<file path="src/rtl/decoder38_scan.sv">
// 3-to-8 decoder with active-low one-hot output, cascade enable and an
// optional self-scanning mode that walks the code 0..7 at a divided rate.
// Every output comes straight from a flop, so there is no combinational
// path from any input to any output.
module decoder38_scan #(
  // Number of clock cycles each code is held in scan mode (1..255).
  parameter int unsigned SCAN_DIV = 4
) (
  input  logic       iClk,
  input  logic       iRst_n,
  input  logic [2:0] iData,
  input  logic       iValid,
  input  logic       iEI,
  input  logic       iScan,
  output logic [7:0] oData,
  output logic [2:0] oCode,
  output logic       oEO,
  output logic       oWrap
);

  typedef enum logic [1:0] {
    ST_OFF    = 2'd0,
    ST_DIRECT = 2'd1,
    ST_SCAN   = 2'd2
  } state_t;

  localparam logic [7:0] DIV_LAST = 8'(SCAN_DIV - 1);

  state_t     state_q, state_d;
  logic [2:0] code_q,  code_d;
  logic [7:0] div_q,   div_d;
  // Set while the output must stay blank after coming back from OFF,
  // cleared by the first direct load or by entering scan mode.
  logic       blank_q, blank_d;
  logic [7:0] data_q,  data_d;
  logic       eo_q,    eo_d;
  logic       wrap_q,  wrap_d;

  // Next-state and next-output logic; disable beats scan, scan beats direct.
  always_comb begin
    state_d = state_q;
    code_d  = code_q;
    div_d   = div_q;
    blank_d = blank_q;
    data_d  = 8'hFF;
    eo_d    = 1'b0;
    wrap_d  = 1'b0;

    if (iEI) begin
      // Disabled: code and divider frozen, outputs blanked, enable-out low
      // so a cascaded partner takes over.
      state_d = ST_OFF;
      blank_d = 1'b1;
    end else if (iScan) begin
      state_d = ST_SCAN;
      eo_d    = 1'b1;
      blank_d = 1'b0;
      if (state_q != ST_SCAN) begin
        // Entering scan restarts the divider but keeps the current code.
        div_d = 8'd0;
      end else if (div_q == DIV_LAST) begin
        div_d  = 8'd0;
        code_d = code_q + 3'd1;
        wrap_d = (code_q == 3'd7);
      end else begin
        div_d = div_q + 8'd1;
      end
      data_d = ~(8'd1 << code_d);
    end else begin
      state_d = ST_DIRECT;
      eo_d    = 1'b1;
      if (iValid) begin
        code_d  = iData;
        blank_d = 1'b0;
      end
      data_d = blank_d ? 8'hFF : ~(8'd1 << code_d);
    end
  end

  // State and output registers with synchronous active-low reset.
  always_ff @(posedge iClk) begin
    if (!iRst_n) begin
      state_q <= ST_OFF;
      code_q  <= 3'd0;
      div_q   <= 8'd0;
      blank_q <= 1'b1;
      data_q  <= 8'hFF;
      eo_q    <= 1'b0;
      wrap_q  <= 1'b0;
    end else begin
      state_q <= state_d;
      code_q  <= code_d;
      div_q   <= div_d;
      blank_q <= blank_d;
      data_q  <= data_d;
      eo_q    <= eo_d;
      wrap_q  <= wrap_d;
    end
  end

  assign oData = data_q;
  assign oCode = code_q;
  assign oEO   = eo_q;
  assign oWrap = wrap_q;

endmodule

</file>
<file path="config.mk">
export PLATFORM = sky130hd
export DESIGN_NAME = decoder38_scan
export DESIGN_NICKNAME = d
export VERILOG_FILES = /design/src/rtl/decoder38_scan.sv
export SDC_FILE = /design/constraint.sdc
export NUM_CORES = 1
export LEC_CHECK = 0
export ABC_AREA = 1
export CAP_MARGIN = 20
export CORE_AREA = 3 3 56 58
export CTS_CLUSTER_DIAMETER = 60
export CTS_CLUSTER_SIZE = 24
export DETAILED_ROUTE_END_ITERATION = 8
export DIE_AREA = 0 0 59 61
export GPL_TIMING_DRIVEN = 0
export PLACE_DENSITY = 0.71
export SLEW_MARGIN = 20
export SYNTH_ARGS = -nofsm -noshare
export SYNTH_HDL_FRONTEND = slang
export SYNTH_SLANG_ARGS = --single-unit
</file>
<file path="constraint.sdc">
create_clock -name iClk -period 1.39 [get_ports iClk]
set_clock_uncertainty 0.15 [all_clocks]
set_input_delay 0.278 -clock iClk [delete_from_list [all_inputs] [get_ports iClk]]
set_output_delay 0.278 -clock iClk [all_outputs]
set_load 0.02 [all_outputs]
</file>
* After elaboration in Yosys (flattened, before gate mapping)
Index checks and enable logic that the tools add are counted.
W data, S select, Z words.
** Word-level totals
- Logic and storage cells :: 41
- Register bits :: 24
** Operators by class
- Mux-type cells :: 18
- Shift-type cells :: 2
- Reductions and logical operators :: 3
- Eq/ne operators :: 3
- Bitwise logic cells :: 6
- $add $sub $neg :: 2
** Operator list (number)
- $mux W8 :: 4
- $mux W3 :: 8
- $not A8 Y8 :: 2
- $shl A1 B3 Y8 const A :: 2
- $add A8 B1 Y8 const B :: 1
- $eq A8 B2 Y1 const B :: 1
- $mux W1 :: 5
- $reduce_or A5 Y1 :: 1
- $not A1 Y1 :: 4
- $add A3 B1 Y3 const B :: 1
- $eq A3 B3 Y1 const B :: 1
- $mux W2 :: 1
- $ne A2 B2 Y1 const B :: 1
- $reduce_and A2 Y1 :: 1
- $reduce_or A2 Y1 :: 1

* Logic depth before layout (Yosys ltp)
Gate-level depths: netlist of the first run.
- Depth in word-level cells :: 8
- Gate-level depth with buffers :: 11
- Mapped depth without buffers :: 11

* Worst setup path after synthesis of the first run
Ideal clock, no wire load.
- Path kind :: register to register
- Start :: register code_q[0] (netlist: oCode[0])
- End :: register data_q[7] (netlist: oData[7])
- Period minus slack after synthesis :: 1635 ps
- Cell stages (with the launch flop) :: 8
- Data required time :: 1117 ps
- Path slack :: -245 ps
- Setup time :: 123 ps
- Data arrival time :: 1361 ps
- Path through :: dfxtp_1 ha_1 ha_1 inv_1 nand3_1 nand3_1 o21ai_0 nand2_1
** On the way
- Word-level cells in the longest chain between the ends :: 8
- Elaborated cells on any way between the ends :: 14
** Ends and longest elaborated chain
- start, declared :: RTL line 30 : logic [2:0] code_q, code_d;
- start signal, assigned :: RTL line 92 : code_q <= code_d;
- $add A3 B1 Y3 :: RTL line 63 : code_d = code_q + 3'd1;
- $mux W3 :: RTL line 61 : end else if (div_q == DIV_LAST) begin
- $mux W3 :: RTL line 58 : if (state_q != ST_SCAN) begin
- $mux W3 :: RTL line 54 : end else if (iScan) begin
- $mux W3 :: RTL line 49 : if (iEI) begin
- $shl A1 B3 Y8 :: RTL line 68 : data_d = ~(8'd1 << code_d);
- $not A8 Y8 :: RTL line 68
- $mux W8 * :: RTL line 54
- end signal, assigned :: RTL line 95 : data_q <= data_d;
- end, declared :: RTL line 35 : logic [7:0] data_q, data_d;
Every way passes the cells marked *; elsewhere a longest branch is shown, timed or not. The select of a mux whose other input is x is not followed.
A chain may end at the register's enable or synchronous reset.

* Final worst setup path of the first run
- Start :: register div_q[0]
- End :: register data_q[1] (netlist: oData[1])
** On the way
- Word-level cells in the longest chain between the ends :: 8
** Ends and longest elaborated chain
- start, declared :: RTL line 31 : logic [7:0] div_q, div_d;
- start signal, assigned :: RTL line 93 : div_q <= div_d;
- $eq A8 B2 Y1 :: RTL line 61
- $mux W3 :: RTL line 61
- $mux W3 :: RTL line 58
- $mux W3 :: RTL line 54
- $mux W3 :: RTL line 49
- $shl A1 B3 Y8 :: RTL line 68
- $not A8 Y8 :: RTL line 68
- $mux W8 :: RTL line 54
Every way passes these cells. The select of a mux whose other input is x is not followed.

==> impl_metrics.json, run 1 <==
{
  "dieWidth_um": 59,
  "worstPathRequired_ps": 1450,
  "synth_warnings": 0,
  "layout_common_cells": "nand2_1 (34), inv_1 (17), dfxtp_1 (15)",
  "ant_nets": 0,
  "die_area_um2": 3599,
  "slew_violations": 0,
  "grt.overflow.total": 0,
  "drive_above_1_share_pct": 44.13,
  "insertedDiodeCount": 0,
  "syn-num-nets": 187,
  "grt_pass1_wl_um": 5133,
  "hold_viol_final": 0,
  "viasPerCell": 5.365,
  "yosysUniqueCellTypes": 24,
  "ir_worst_vdd_mv": 0.6335,
  "gr-usage-all-layers_pct": 18.64,
  "grt_pass1_vias": 1172,
  "cts_tree": "done",
  "synth-seq-area-share_pct": 38.91,
  "dieHeight_um": 61,
  "hpwl_um": 2154,
  "min_period_over_period_pct": 117.4,
  "pin_count": 21,
  "drt-pass1-iter-count": 4,
  "cp-end-kind": "flop",
  "routed-via-count": 1309,
  "clkTransAtPathRegs_ps": 140,
  "rsz0062_at_grt": "yes",
  "final_cell_area_um2": 1790,
  "start_util_pct": 45.57,
  "postRouteWirelength_um": 3207,
  "dp.cells": 227,
  "fin_crit_ps": 1633,
  "fin_setup_tns_ps": -2169,
  "crit_chain": "ha_4 > inv_4 > nor2_4 > nand2_2 > nor2_4 > nand3_4 > a21boi_4 > a21oi_1",
  "avgRoutedWirePerCell_um": 13.14,
  "fp.coreArea_um2": 2710,
  "place_area_um2": 1538,
  "slowest_stage": "dfxtp_4",
  "grt_max_degree": 14,
  "final_common_cell": "nand2_1",
  "synth_seq_cells": 24,
  "drv_cap": 0,
  "reg2reg_from": "div_q[0]",
  "crit_fanout": 4,
  "clk_latency_ps": 320,
  "setup_viol": 13,
  "crit_top_cell": "nor2_4",
  "numCtsBuffers": 3,
  "finalWorstSetupSlack_ps": -242.5,
  "critPathLaunchType": "flop",
  "antenna_found_initial": 0,
  "layout.cells.non_filler": 244,
  "clockRootBuffer": "clkbuf_4",
  "drtIter0Drc": 61,
  "worstPathArrival_ps": 1690,
  "violations": "setup timing",
  "synth_area_per_cell_um2": 7.017,
  "io_buffers": 20,
  "crit_type": "flop to flop",
  "synthToLayoutAreaGrowth_pct": 44.99,
  "slew_headroom_pct": 72.93,
  "status": "complete, but fails checks",
  "leakage_uw": 0.0007533,
  "drc": 0,
  "fin_total_pwr_uw": 1345,
  "power_density_nw_per_um2": 751.3,
  "cts_num_sinks": 24,
  "hp-start": "iScan",
  "cts.htree.levels": 1,
  "holdCritPathClass": "primary input to flop",
  "place_congestion": 0.8958,
  "max_freq_mhz": 612.5,
  "hold_buffers": 0,
  "cpPeakStageDelay_ps": 390,
  "layout.nets": 225,
  "worst_slew_pin_slew_ps": 404.5,
  "syn_area_um2": 1235,
  "num_rows": 19,
  "cp-startpoint": "div_q[0]",
  "cts_buffer_depth": 2,
  "syn_inst": 176
}
## report_power, final
part	total, uW	leakage (uW)	internal [uW]	switching [uW]
clock network	369	0.0000210	160	208
logic	253	0.000532	99.0	154
registers	723	0.000201	705	18.7
## per-stage QoR
stage	hold slack, ps	setup slack, ps	utilization [%]
global placement	329.4	-626.2	56.74
detailed placement	338.6	-622.6	56.74
CTS	226.7	-165.9	63.80
floorplan	216.9	-74.09	-
finish	133.7	-242.5	66.07
global route	125.8	-322.1	66.07
## kinds of logic after synthesis
kind of cell,share of synthesized area (%)
adder cells (fa/ha/maj),3.040
buffers and inverters,7.802
flip-flops,38.91
AND/OR/NAND/NOR,37.79
AO/OA/AOI/OAI,12.46
## per-layer routing
metal | track usage, % | vias to the layer above | part of all wire, %
li1 | - | 650 | -
met1 | 26.03 | 602 | 44
met2 | 28.86 | 50 | 48
met3 | 2.553 | 7 | 5.6
met4 | 7.767 | 0 | 1.8
met5 | 0 | - | 0
## critical path: cells and delay by family (launching register included)
kind            cells  cell delay [ps]
buf+inv             1               50
compound gates      2              320
fa+ha+maj           1              180
flops               1              390
simple gates        4              420
## layout make-up
class | instances | area [um^2]
Fill cell | 214 | 919.6
Tap cell | 31 | 38.79
Multi-Input combinational cell | 127 | 869.6
Inverter | 25 | 98.84
Sequential cell | 24 | 501.7
Timing Repair Buffer | 33 | 245.2
Clock buffer | 4 | 36.28
## synth_stat cells
| cell type | n | share of area [%] |
|---|---|---|
| a21oi_2 | 1 | 0.71 |
| inv_1 | 21 | 6.4 |
| o21ai_2 | 2 | 1.4 |
| a31oi_1 | 1 | 0.51 |
| or2_0 | 1 | 0.51 |
| nor2_1 | 19 | 5.8 |
| nand3_1 | 14 | 5.7 |
| a21boi_2 | 1 | 0.91 |
| nor2_2 | 1 | 0.51 |
| o21ai_1 | 2 | 0.81 |
| nor3_1 | 7 | 2.8 |
| nor3_2 | 1 | 0.81 |
| ha_1 | 3 | 3.0 |
| o21ai_0 | 9 | 3.6 |
| nor3b_2 | 3 | 3.0 |
| a21oi_1 | 11 | 4.5 |
| dfxtp_1 | 24 | 39 |
| nor3_4 | 1 | 1.3 |
| nor2_4 | 2 | 1.8 |
| inv_2 | 3 | 0.91 |
| nand2_1 | 44 | 13 |
| or2_1 | 3 | 1.5 |
| nor3b_1 | 1 | 0.61 |
| inv_4 | 1 | 0.51 |
## registers in the layout, summed over array words and instances, names as in the netlist
signal / cells
div_q: 8
blank_q: 1
oWrap: 1
oCode: 3
state_q: 2
oEO: 1
oData: 8
## what timing repair did
| item | CTS | global route |
|---|---|---|
| resized for setup | 63 | 41 |
| pin swaps | 16 | 17 |
| setup buffers | 10 | 3 |
| setup endpoints to repair | 33 | 28 |
## final timing paths
check             endpoint  slack (ps)  cells after the start
hold reg to reg    blank_q         370                      2
setup / recovery  oData[1]        -240                      8
setup reg to reg  oData[1]        -240                      8
hold / removal    oCode[0]         130                      3
(Power assumes the default switching activity.)
==> run 2: changes to the inputs <==
CAP_MARGIN = not set   (was 20)
CTS_CLUSTER_SIZE = 30   (was 24)
HOLD_SLACK_MARGIN = 0.06   (was not set)
==> results of run 2 <==
The final DEF is identical to that of run 1; final timing and power are the same.
==> run 3: changes to the inputs <==
CORE_AREA = 2 2 55 57   (was 3 3 56 58)
DIE_AREA = 0 0 57 59   (was 0 0 59 61)
==> run 3 against run 2 <==
The flow still finishes with violations (setup timing). Fmax decreased by 4.2%. Flip-flop and latch count unchanged. Combinational power about the same. Die area decreased by 6.6%. Cell area decreased by 2.0%. Cell count decreased by 1.2%. Critical endpoint is now oData[6].
==> impl_metrics.json, run 3 (synthesis gave the netlist of run 1 again) <==
{
  "viasPerCell": 5.249,
  "cts_buffer_depth": 2,
  "fp.coreArea_um2": 2710,
  "grt_pass1_wl_um": 4830,
  "grt.overflow.total": 0,
  "ant_nets": 0,
  "power_density_nw_per_um2": 803.2,
  "hpwl_um": 2087,
  "cp-end-kind": "flop",
  "worstPathArrival_ps": 1770,
  "rsz0062_at_grt": "yes",
  "status": "complete, but fails checks",
  "violations": "setup timing",
  "r2r_slack_ps": -310,
  "leakage_uw": 0.0007284,
  "use_met3_pct": 2.620,
  "fin_crit_ps": 1704,
  "clockRootBuffer": "clkbuf_4",
  "clkTransAtPathRegs_ps": 140,
  "rr_worst_depth": 10,
  "drv_cap": 0,
  "dieWidth_um": 57,
  "grt.met1_usage_pct": 24.86,
  "drive_above_1_share_pct": 42.38,
  "hold_viol_final": 0,
  "postRouteWirelength_um": 3288,
  "reg2reg_from": "div_q[0]",
  "grt_max_degree": 15,
  "min_period_over_period_pct": 122.6,
  "place_congestion": 0.8621,
  "worstPathRequired_ps": 1450,
  "hold_buffers": 0,
  "die_area_um2": 3363,
  "avgRoutedWirePerCell_um": 13.64,
  "top_usage_layer": "met2",
  "hold_ws_ps": 137.0,
  "worst_slew_pin_slew_ps": 315.1,
  "ir_worst_vdd_mv": 0.7551,
  "slew_headroom_pct": 78.96,
  "clk_latency_ps": 310,
  "grt_pass1_vias": 1175,
  "io_buffers": 20,
  "hp-start": "iScan",
  "numCtsBuffers": 3,
  "cts_tree": "done",
  "drc": 0,
  "cts_num_sinks": 24,
  "num_rows": 19,
  "dieHeight_um": 59,
  "drtIter0Drc": 87,
  "utilization_pct": 64.73,
  "critPathLaunchType": "flop",
  "layout_common_cells": "nand2_1 (33), inv_1 (18), dfxtp_1 (17)",
  "hold_path_end": "state_q[0]",
  "fin_total_pwr_uw": 1409,
  "start_util_pct": 45.57,
  "cts.htree.levels": 1,
  "whs_path_depth": 2,
  "place_area_um2": 1538,
  "crit_fanout": 4,
  "holdCritPathClass": "primary input to flop",
  "drt-pass1-iter-count": 5,
  "routed-via-count": 1265,
  "gr-usage-met2_pct": 29.72,
  "gr-usage-all-layers_pct": 18.26,
  "insertedDiodeCount": 0,
  "pin_count": 21,
  "synthToLayoutAreaGrowth_pct": 42.05,
  "finalWorstSetupSlack_ps": -314.3,
  "antenna_found_initial": 0,
  "final_cell_area_um2": 1754,
  "setup_viol": 22,
  "fin_setup_tns_ps": -3171,
  "max_freq_mhz": 586.8,
  "final_common_cell": "nand2_1",
  "layout.nets": 222,
  "r2r-end": "oData[6]",
  "crit_type": "flop to flop",
  "slew_violations": 0
}
==> run 3: worst max-delay path, stage by stage (launching register included) <==
cell and delay [ps]:
dfxtp_4 390, ha_4 160, nand2_1 60, nor2_1 140, nand3_1 140, nand2_2 160
nand2_2 90, nor2_4 110, nand2_1 80, nand2_1 70, nand2_1 50
==> run 3: layer usage <==
metal  wire (um)  vias to the layer above
met2        1552                       56
li1            -                      636
met1        1477                      567
met3         215                        6
met4          42                        0
met5           0                        -
==> run 3: worst max-delay path by stage <==
stage / start / end / cells after the start
final: div_q[0] / oData[6] / 10
after global routing: div_q[0] / oData[6] / 10
after CTS: div_q[1] / oData[5] / 10
after detailed placement: iScan / oData[3] / 7
after global placement: iScan / oData[3] / 7
after floorplan: oCode[1] / oData[4] / 9
==> run 3: cell type report <==
class                   count  area [um^2]
clock buffers               4        47.55
fillers                   237        955.9
inverters                  25        98.84
multi-input cells         127        837.1
flip-flops and latches     24        499.2
well taps                  31        38.79
repair buffers             30        232.7
==> run 3: timing repair <==
action,in CTS,in global routing
gates resized for setup,46,46
setup endpoints to repair,33,32
setup buffers,9,2
pin swaps,5,13
==> run 3: through the flow <==
step	setup WS, ps	std cells
after floorplan	-74.09	176
after global placement	-628.9	227
after detailed placement	-638.7	227
after CTS	-180.7	240
after global routing	-451.5	241
final	-314.3	241
==> run 3: report_power, final <==
group          leakage, uW  total, uW  internal [uW]  switching [uW]
Combinational     0.000502        251           95.2             156
Clock            0.0000261        437            219             217
Sequential        0.000200        721            704            17.5
Total             0.000728       1410           1020             391
